==> src/rtl/cmp_search_pkg.sv <==
// Shared types for the comparator-driven binary search: FSM states and the
// one-hot encodings of the comparator flag vector {less, equal, greater}.
package cmp_search_pkg;

    typedef enum logic [1:0] {
        ST_IDLE   = 2'd0,
        ST_PROBE  = 2'd1,
        ST_UPDATE = 2'd2,
        ST_DONE   = 2'd3
    } state_e;

    localparam logic [2:0] FLAG_LESS    = 3'b100;
    localparam logic [2:0] FLAG_EQUAL   = 3'b010;
    localparam logic [2:0] FLAG_GREATER = 3'b001;

endpackage

==> src/rtl/cmp_search_mid.sv <==
// Midpoint of the live search window, lo + (hi - lo)/2, evaluated one bit wider
// than the operands so the subtraction and sum can never wrap.
module cmp_search_mid #(
    parameter int WIDTH = 4
) (
    input  logic [WIDTH-1:0] lo,
    input  logic [WIDTH-1:0] hi,
    output logic [WIDTH-1:0] mid
);

    // Only meaningful when lo <= hi; the caller flags an empty window before using mid.
    assign mid = WIDTH'({1'b0, lo} + (({1'b0, hi} - {1'b0, lo}) >> 1));

endmodule

==> src/rtl/cmp_search.sv <==
// Binary search of an unknown target using an external comparator (guess vs target).
// Optional probe limit: define CMP_SEARCH_TIMEOUT_EN to abort after WIDTH+1 probes.
module cmp_search
    import cmp_search_pkg::*;
#(
    parameter int WIDTH = 4
) (
    input  logic                        sys_clk,
    input  logic                        sys_rst_n,
    input  logic                        start,
    output logic [WIDTH-1:0]            guess,
    input  logic                        less,
    input  logic                        equal,
    input  logic                        greater,
    output logic                        busy,
    output logic                        done,
    output logic                        found,
    output logic [WIDTH-1:0]            result,
    output logic [$clog2(WIDTH+2)-1:0]  steps,
    output logic                        err
);

    localparam int SW = $clog2(WIDTH+2);
    localparam logic [WIDTH-1:0] GUESS_MAX  = '1;
    localparam logic [WIDTH-1:0] GUESS_INIT = WIDTH'((1 << (WIDTH-1)) - 1);
    localparam logic [SW-1:0]    STEPS_MAX  = '1;

    state_e            state_q;
    logic [WIDTH-1:0]  lo_q, hi_q, guess_q, result_q, mid;
    logic [SW-1:0]     steps_q, steps_d;
    logic              busy_q, done_q, found_q, err_q;
    logic [2:0]        flags;
    logic              timeout;

    cmp_search_mid #(.WIDTH(WIDTH)) u_mid (
        .lo  (lo_q),
        .hi  (hi_q),
        .mid (mid)
    );

    assign flags   = {less, equal, greater};
    assign steps_d = (steps_q == STEPS_MAX) ? steps_q : steps_q + 1'b1;

`ifdef CMP_SEARCH_TIMEOUT_EN
    localparam logic [SW-1:0] STEPS_LIMIT = SW'(WIDTH + 1);
    assign timeout = (steps_q >= STEPS_LIMIT);
`else
    assign timeout = 1'b0;
`endif

    // NOTE: every state register uses <= so all updates see pre-edge values.
    always_ff @(posedge sys_clk or negedge sys_rst_n) begin
        if (!sys_rst_n) begin
            state_q  <= ST_IDLE;
            lo_q     <= '0;
            hi_q     <= '1;
            guess_q  <= '0;
            result_q <= '0;
            steps_q  <= '0;
            busy_q   <= 1'b0;
            done_q   <= 1'b0;
            found_q  <= 1'b0;
            err_q    <= 1'b0;
        end else begin
            done_q <= 1'b0;
            case (state_q)
                ST_IDLE: begin
                    if (start) begin
                        lo_q     <= '0;
                        hi_q     <= '1;
                        guess_q  <= GUESS_INIT;
                        steps_q  <= '0;
                        found_q  <= 1'b0;
                        err_q    <= 1'b0;
                        result_q <= '0;
                        busy_q   <= 1'b1;
                        state_q  <= ST_PROBE;
                    end
                end
                ST_PROBE: begin
                    if (timeout) begin
                        err_q   <= 1'b1;
                        busy_q  <= 1'b0;
                        done_q  <= 1'b1;
                        state_q <= ST_DONE;
                    end else begin
                        steps_q <= steps_d;
                        case (flags)
                            FLAG_EQUAL: begin
                                found_q  <= 1'b1;
                                result_q <= guess_q;
                                busy_q   <= 1'b0;
                                done_q   <= 1'b1;
                                state_q  <= ST_DONE;
                            end
                            FLAG_LESS: begin
                                if (guess_q == GUESS_MAX) begin
                                    err_q   <= 1'b1;
                                    busy_q  <= 1'b0;
                                    done_q  <= 1'b1;
                                    state_q <= ST_DONE;
                                end else begin
                                    lo_q    <= guess_q + 1'b1;
                                    state_q <= ST_UPDATE;
                                end
                            end
                            FLAG_GREATER: begin
                                if (guess_q == '0) begin
                                    err_q   <= 1'b1;
                                    busy_q  <= 1'b0;
                                    done_q  <= 1'b1;
                                    state_q <= ST_DONE;
                                end else begin
                                    hi_q    <= guess_q - 1'b1;
                                    state_q <= ST_UPDATE;
                                end
                            end
                            default: begin
                                err_q   <= 1'b1;
                                busy_q  <= 1'b0;
                                done_q  <= 1'b1;
                                state_q <= ST_DONE;
                            end
                        endcase
                    end
                end
                ST_UPDATE: begin
                    if (lo_q > hi_q) begin
                        err_q   <= 1'b1;
                        busy_q  <= 1'b0;
                        done_q  <= 1'b1;
                        state_q <= ST_DONE;
                    end else begin
                        guess_q <= mid;
                        state_q <= ST_PROBE;
                    end
                end
                default: begin
                    state_q <= ST_IDLE;
                end
            endcase
        end
    end

    assign guess  = guess_q;
    assign busy   = busy_q;
    assign done   = done_q;
    assign found  = found_q;
    assign result = result_q;
    assign steps  = steps_q;
    assign err    = err_q;

endmodule

==> config.mk <==
export PLATFORM = sky130hd
export DESIGN_NAME = cmp_search
export DESIGN_NICKNAME = d
export VERILOG_FILES = /design/src/rtl/cmp_search_pkg.sv /design/src/rtl/cmp_search_mid.sv /design/src/rtl/cmp_search.sv
export SDC_FILE = /design/constraint.sdc
export NUM_CORES = 1
export LEC_CHECK = 0
export ABC_CLOCK_PERIOD_IN_PS = 2500
export BUFFER_PORTS_ARGS = -buffer_cell sky130_fd_sc_hd__buf_2
export CAP_MARGIN = 0
export CORE_MARGIN = 5
export CORE_UTILIZATION = 59
export CTS_BUF_LIST = sky130_fd_sc_hd__clkbuf_8
export CTS_CLUSTER_SIZE = 30
export DETAILED_ROUTE_END_ITERATION = 10
export HOLD_SLACK_MARGIN = 0.1
export PLACE_DENSITY = 0.88
export SLEW_MARGIN = 10
export SYNTH_ARGS = -nofsm -noshare
export SYNTH_HDL_FRONTEND = slang
export SYNTH_SLANG_ARGS = --single-unit
==> constraint.sdc <==
create_clock -name sys_clk -period 2.5 [get_ports sys_clk]
set_input_delay 0.25 -clock sys_clk [delete_from_list [all_inputs] [get_ports sys_clk]]
set_output_delay 0.25 -clock sys_clk [all_outputs]
set_load 0.005 [all_outputs]
### Word level (Yosys, flattened, before mapping)

Cells that the tools add are included.

| word-level totals | value |
|---|---|
| bits in registers | 25 |
| latch bits | 0 |
| memory bits (writable) | 0 |
| ROM bits | 0 |
| bits of input ports | 6 |
| output and inout port bits | 15 |
| word-level logic and storage cells | 88 |
| memories kept | 0 |

| cells by class | value |
|---|---|
| add/subtract/negate cells | 5 |
| multiply operators | 0 |
| divide/modulo/power cells | 0 |
| $lt $le $gt $ge | 1 |
| eq/ne operators | 19 |
| shift-type cells | 0 |
| mux-type cells | 41 |
| bitwise gates (word level) | 0 |
| reduce and logical (&&, ||, !) cells | 12 |

Operators by type and width:

| kind | number |
|---|---|
| 4-bit two-way mux | 9 |
| 4-bit one-hot mux with 2 select lines | 4 |
| 2-bit != test, second input constant | 8 |
| 1-bit two-way mux | 14 |
| 1-bit one-hot mux with 2 select lines | 5 |
| 1-bit one-hot mux with 3 select lines | 3 |
| 3-bit AND reduction | 3 |
| 4-bit AND reduction | 2 |
| 3-bit equality test, second input constant | 2 |
| 3-bit two-way mux | 2 |
| 3-bit != test, second input constant | 2 |
| 2-bit one-hot mux with 3 select lines | 1 |
| 3-bit one-hot mux with 2 select lines | 1 |
| 6-bit AND reduction | 1 |
| 5-bit AND reduction | 1 |
| 4-bit by 4-bit subtractor with 5-bit output | 1 |
| 4-bit by 1-bit adder with 4-bit output, second input constant | 1 |
| 4-bit adder | 1 |
| 4-bit equality test, second input constant | 1 |
| 4-bit > comparator | 1 |
| 4-bit logical NOT | 1 |
| 2-bit two-way mux | 2 |
| 2-bit by 1-bit != test with 1-bit output, second input constant | 2 |
| 2-bit nonzero test | 2 |
| 8 further kinds | 8 |

### Logic depth before layout (Yosys ltp)

| depth | value |
|---|---|
| word-level depth | 4 |
| depth in mapped cells | 9 |
| gate-level depth less buffers | 9 |

### By module

From an unflattened synthesis, not the netlist that was laid out.

| unflattened totals | value |
|---|---|
| cell total of the unflattened synthesis | 165 |
| area, all modules | 1647.8 sq um |

By module, submodules not included:

| module | instances | cells an instance | area an instance (sq um) |
|---|---|---|---|
| cmp_search | 1 | 139 | 1411.4 |
| cmp_search_mid | 1 | 26 | 236.5 |

### Worst setup path after synthesis

Ideal clock, no wire load.

| timing path | value |
|---|---|
| path kind | register -> register |
| from | register hi_q[0] |
| to | register guess_q[3], in the netlist guess[3] |
| library setup time | 0.130 ns |
| data arrival time | 2.087 ns |
| required time | 2.370 ns |
| path slack | 0.283 ns |
| stages on the path, launching flop included | 10 |
| buffers on the path | 0 |
| path through | dfstp_2 > nand2b_4 > inv_1 > fa_1 > xnor2_1 > ha_1 > a21o_1 > a21oi_1 > xnor2_1 > o22ai_1 |

| between the ends | value |
|---|---|
| cells in the longest elaborated chain, start to end | 4 |

Ends and longest elaborated chain:

| what | RTL line | text |
|---|---|---|
| from (decl) | cmp_search.sv:29 | `logic [WIDTH-1:0] lo_q, hi_q, guess_q, result_q, mid;` |
| from (signal assigned) | cmp_search.sv:114 | `hi_q <= guess_q - 1'b1;` |
| 4-bit by 4-bit subtractor with 5-bit output | cmp_search_mid.sv:12 | `assign mid = WIDTH'({1'b0, lo} + (({1'b0, hi} - {1'b0, lo}) >> 1));` |
| 4-bit adder | cmp_search_mid.sv:12 |  |
| 4-bit two-way mux | cmp_search.sv:128 | `if (lo_q > hi_q) begin` |
| 4-bit one-hot mux with 2 select lines | cmp_search.sv:66 | `case (state_q)` |
| to (signal assigned) | cmp_search.sv:134 | `guess_q <= mid;` |
| to (decl) | cmp_search.sv:29 |  |

Several ways; a longest one is shown, not always the timed one. The select of a mux whose other input is x is not followed.
A chain may end at the register's enable or synchronous reset.

### Worst setup path in the final report

Ends and elaborated chain as after synthesis.

==> metrics <==
Tightest Pin Transition 565.9 ps; Max-cap violations 0; Hold Crit Start start; final slew viol count 0; Switch Pwr 1061 uW; Initial DRC Count 44; Final Power 2369 uW; die extent in x 61.20 microns; CTS sink cnt 25; WS Path Type flop to flop; Clock Skews 1.679 ps; CTS Buffer Depth 2; Crit. End Element flop; Vias/cell 5.870; final wirelength 3374 microns; share of cells above drive strength 1 0.2191; adder-cell share of the synthesized area 0.1392; Ys Warns 0; Top FF cell, synth dfrtp_1; CTS root buf clkbuf_8; number of iterations in the first detailed-routing pass 4; Worst R2R Start hi_q[0]$_DFFE_PN1P_; Int Power 1308 uW; via count 1221; status completed; CTS tree built; Post-synth EDFFs 0; largest family of logic cells by synthesized area compound AO/OA/AOI/OAI gates; Ports 21; Synth Area per Inst 10.17 sq um; Leak 0.0008429 uW; crit path time final 2375 ps; Distinct cells, synth 41; RR Endpoint guess[3]$_DFFE_PN0P_; clock share of power 0.099; RSZ-0062 raised after global routing no; type of origin of the critical path flop; FFs w/ async S/R, synth 1.000; global placement routability congestion 0.8034; xor/xnor share of the synthesized area 0.05097; Slew HR 0.6227; fmax 0.4210 GHz; ANT nets after route 0; final core occ 0.6987; switching part of the total 0.4479; Hold Path Class input port to flop; Max H-tree Level 1; DP Worst Slack 77.88 ps; row cnt 18; hold violation total from the final report 0; cts bufs inserted 3; Routed WL per cell 16.22 microns; All-Layer GR Usage 0.2117; multiplexer share of the synthesized area 0.01375; Multi-input gate area 852.1 sq um; register bit total from synthesis 25; Final setup viols 0; I/O Buffers 20; cells after synthesis 152; Die ar. 3745 sq um; Seq. cell area 630.6 sq um; global-route wire length before repair 5713 microns; Pwr Density 1356 nW/um^2; Worst R2R Path Depth 9; Worst EP required 2650 ps; Period Utilization, post-route 0.9501; sum of negative setup slack 0 ps; largest net degree at the start of global routing 26; core box area 2500 sq um; part of the Yosys area used for sequential elements 0.4078; Remaining Overflow, GRT 0; Combinational Power Share 0.605; complex-gate fraction of the synthesized area 0.2176; Clock transition at path regs 80 ps; Worst Path Max Fanout 3; filler instances 176; Crit. Startpoint hi_q[0]$_DFFE_PN1P_; R2R setup slack 120 ps; worst skew pair latency 270 ps; area grow syn2layout 12.95%; peak supply drop 1016 uV; Synth Area in Simple Gates 0.1246; CP endpoint guess[3]$_DFFE_PN0P_; antenna violations before repair 0; Critical Path AT 2520 ps; Initial Util 0.6186; Ant. Diodes 0; Die Y 61.20 microns; number of global-route vias before repair 1233; DRC 0; Syn Std Cell Area 1546 sq um; syn nets 174; Flop pwr share 0.296; Nets 201; Post-DP HPWL 2509 microns; setup slack after layout 124.7 ps
==> cells by family after synthesis <==
group | count (synthesis)
AOI/OAI and AO/OA | 46
xor gates and xnor gates | 9
adders and majority gates | 16
buffers and inverters | 15
DFF | 25
muxes | 2
and+or+nand+nor | 39
==> power by group through the flow <==
stage | registers, uW | clock network, uW | logic [uW]
final | 702 | 234 | 1430
after global routing | 723 | 256 | 1620
after CTS | 698 | 236 | 1410
after detailed placement | 704 | 0 | 1390
after global placement | 693 | 0 | 1330
after floorplan | 697 | 0 | 1050
==> worst max-delay path, cell delays in order, from the launching register on <==
cell	delay, ps
dfstp_2	540
nand2b_4	140
inv_1	50
fa_1	430
xnor2_2	240
ha_1	260
a21o_1	160
a21oi_1	180
xnor2_1	160
o22ai_1	90
==> layer usage <==
layer	routed length, microns	global-route usage
met4	90	0.1115
met2	1673	0.3429
met5	0	0
met3	152	0.04403
met1	1458	0.2662
==> synthesized netlist by cell type (all sizes together), types with 4 or more instances <==
master  number  share of area
dfrtp       21           0.34
ha          14           0.11
nand2       13          0.032
inv         12          0.029
nor2        11          0.028
o21ai        9          0.029
a21oi        8          0.026
xnor2        8          0.045
a21o         5          0.024
a31oi        5          0.020
nand3        5          0.019
dfstp        4          0.068
o31ai        4          0.019
==> worst min-delay path by stage <==
stage / to / slack (ps) / cells after the start
6_report: state_q[1]$_DFFE_PN0N_ / 400 / 3
5_1_grt: state_q[0]$_DFFE_PN0N_ / 440 / 3
4_1_cts: state_q[1]$_DFFE_PN0N_ / 390 / 3
3_5_place_dp: err$_DFFE_PN0P_ / 260 / 1
3_3_place_gp: err$_DFFE_PN0P_ / 260 / 1
2_1_floorplan: busy$_DFFE_PN0P_ / -50 / 0
==> cell type report <==
cell class	count	area share
clock buffers	3	0.02364
well taps	30	0.02149
inverters	13	0.02794
multi-input cells	112	0.4878
repair buffers	24	0.07593
clock inverters	1	0.002149
flip-flops and latches	25	0.3610
==> what timing repair did <==
| action | in CTS | in global routing |
|---|---|---|
| hold buffers | 1 | 0 |
| endpoints found under the hold margin | 21 | 0 |
| setup endpoints to repair | 0 | 1 |
| setup buffers | 0 | 0 |
| gates resized for setup | 0 | 1 |
==> stage by stage <==
step	hold WS (ps)	cells	area (sq um)
floorplan	-45.59	152	1546
global placement	256.2	203	1684
detailed placement	261.9	203	1684
CTS	392.6	208	1739
global route	435.1	208	1747
finish	400.7	208	1747
==> registers in the layout, summed over array words and instances (netlist names) <==
name / flops
done: 1
guess: 4
found: 1
steps: 3
busy: 1
lo_q: 4
hi_q: 4
state_q: 2
err: 1
result: 4
==> layout by cell type, fill, tap and decap left out, types with 2 or more instances in the layout <==
master | synthesis | final
dfrtp_1 | 21 | 21
buf_2 | 0 | 20
ha_1 | 14 | 14
inv_1 | 12 | 13
nand2_1 | 13 | 13
nor2_1 | 10 | 10
a21oi_1 | 8 | 8
xnor2_1 | 8 | 7
o21ai_0 | 7 | 7
a21o_1 | 5 | 5
a31oi_1 | 5 | 5
nand3_1 | 4 | 4
o31ai_1 | 4 | 4
dfstp_2 | 4 | 4
nor3_1 | 3 | 3
clkbuf_8 | 0 | 3
buf_4 | 0 | 3
nand2b_1 | 2 | 2
o21ai_1 | 2 | 2
a22o_1 | 2 | 2
a22oi_1 | 2 | 2
o22a_1 | 2 | 2
fa_1 | 2 | 2
Power figures use the tool's default switching activity.
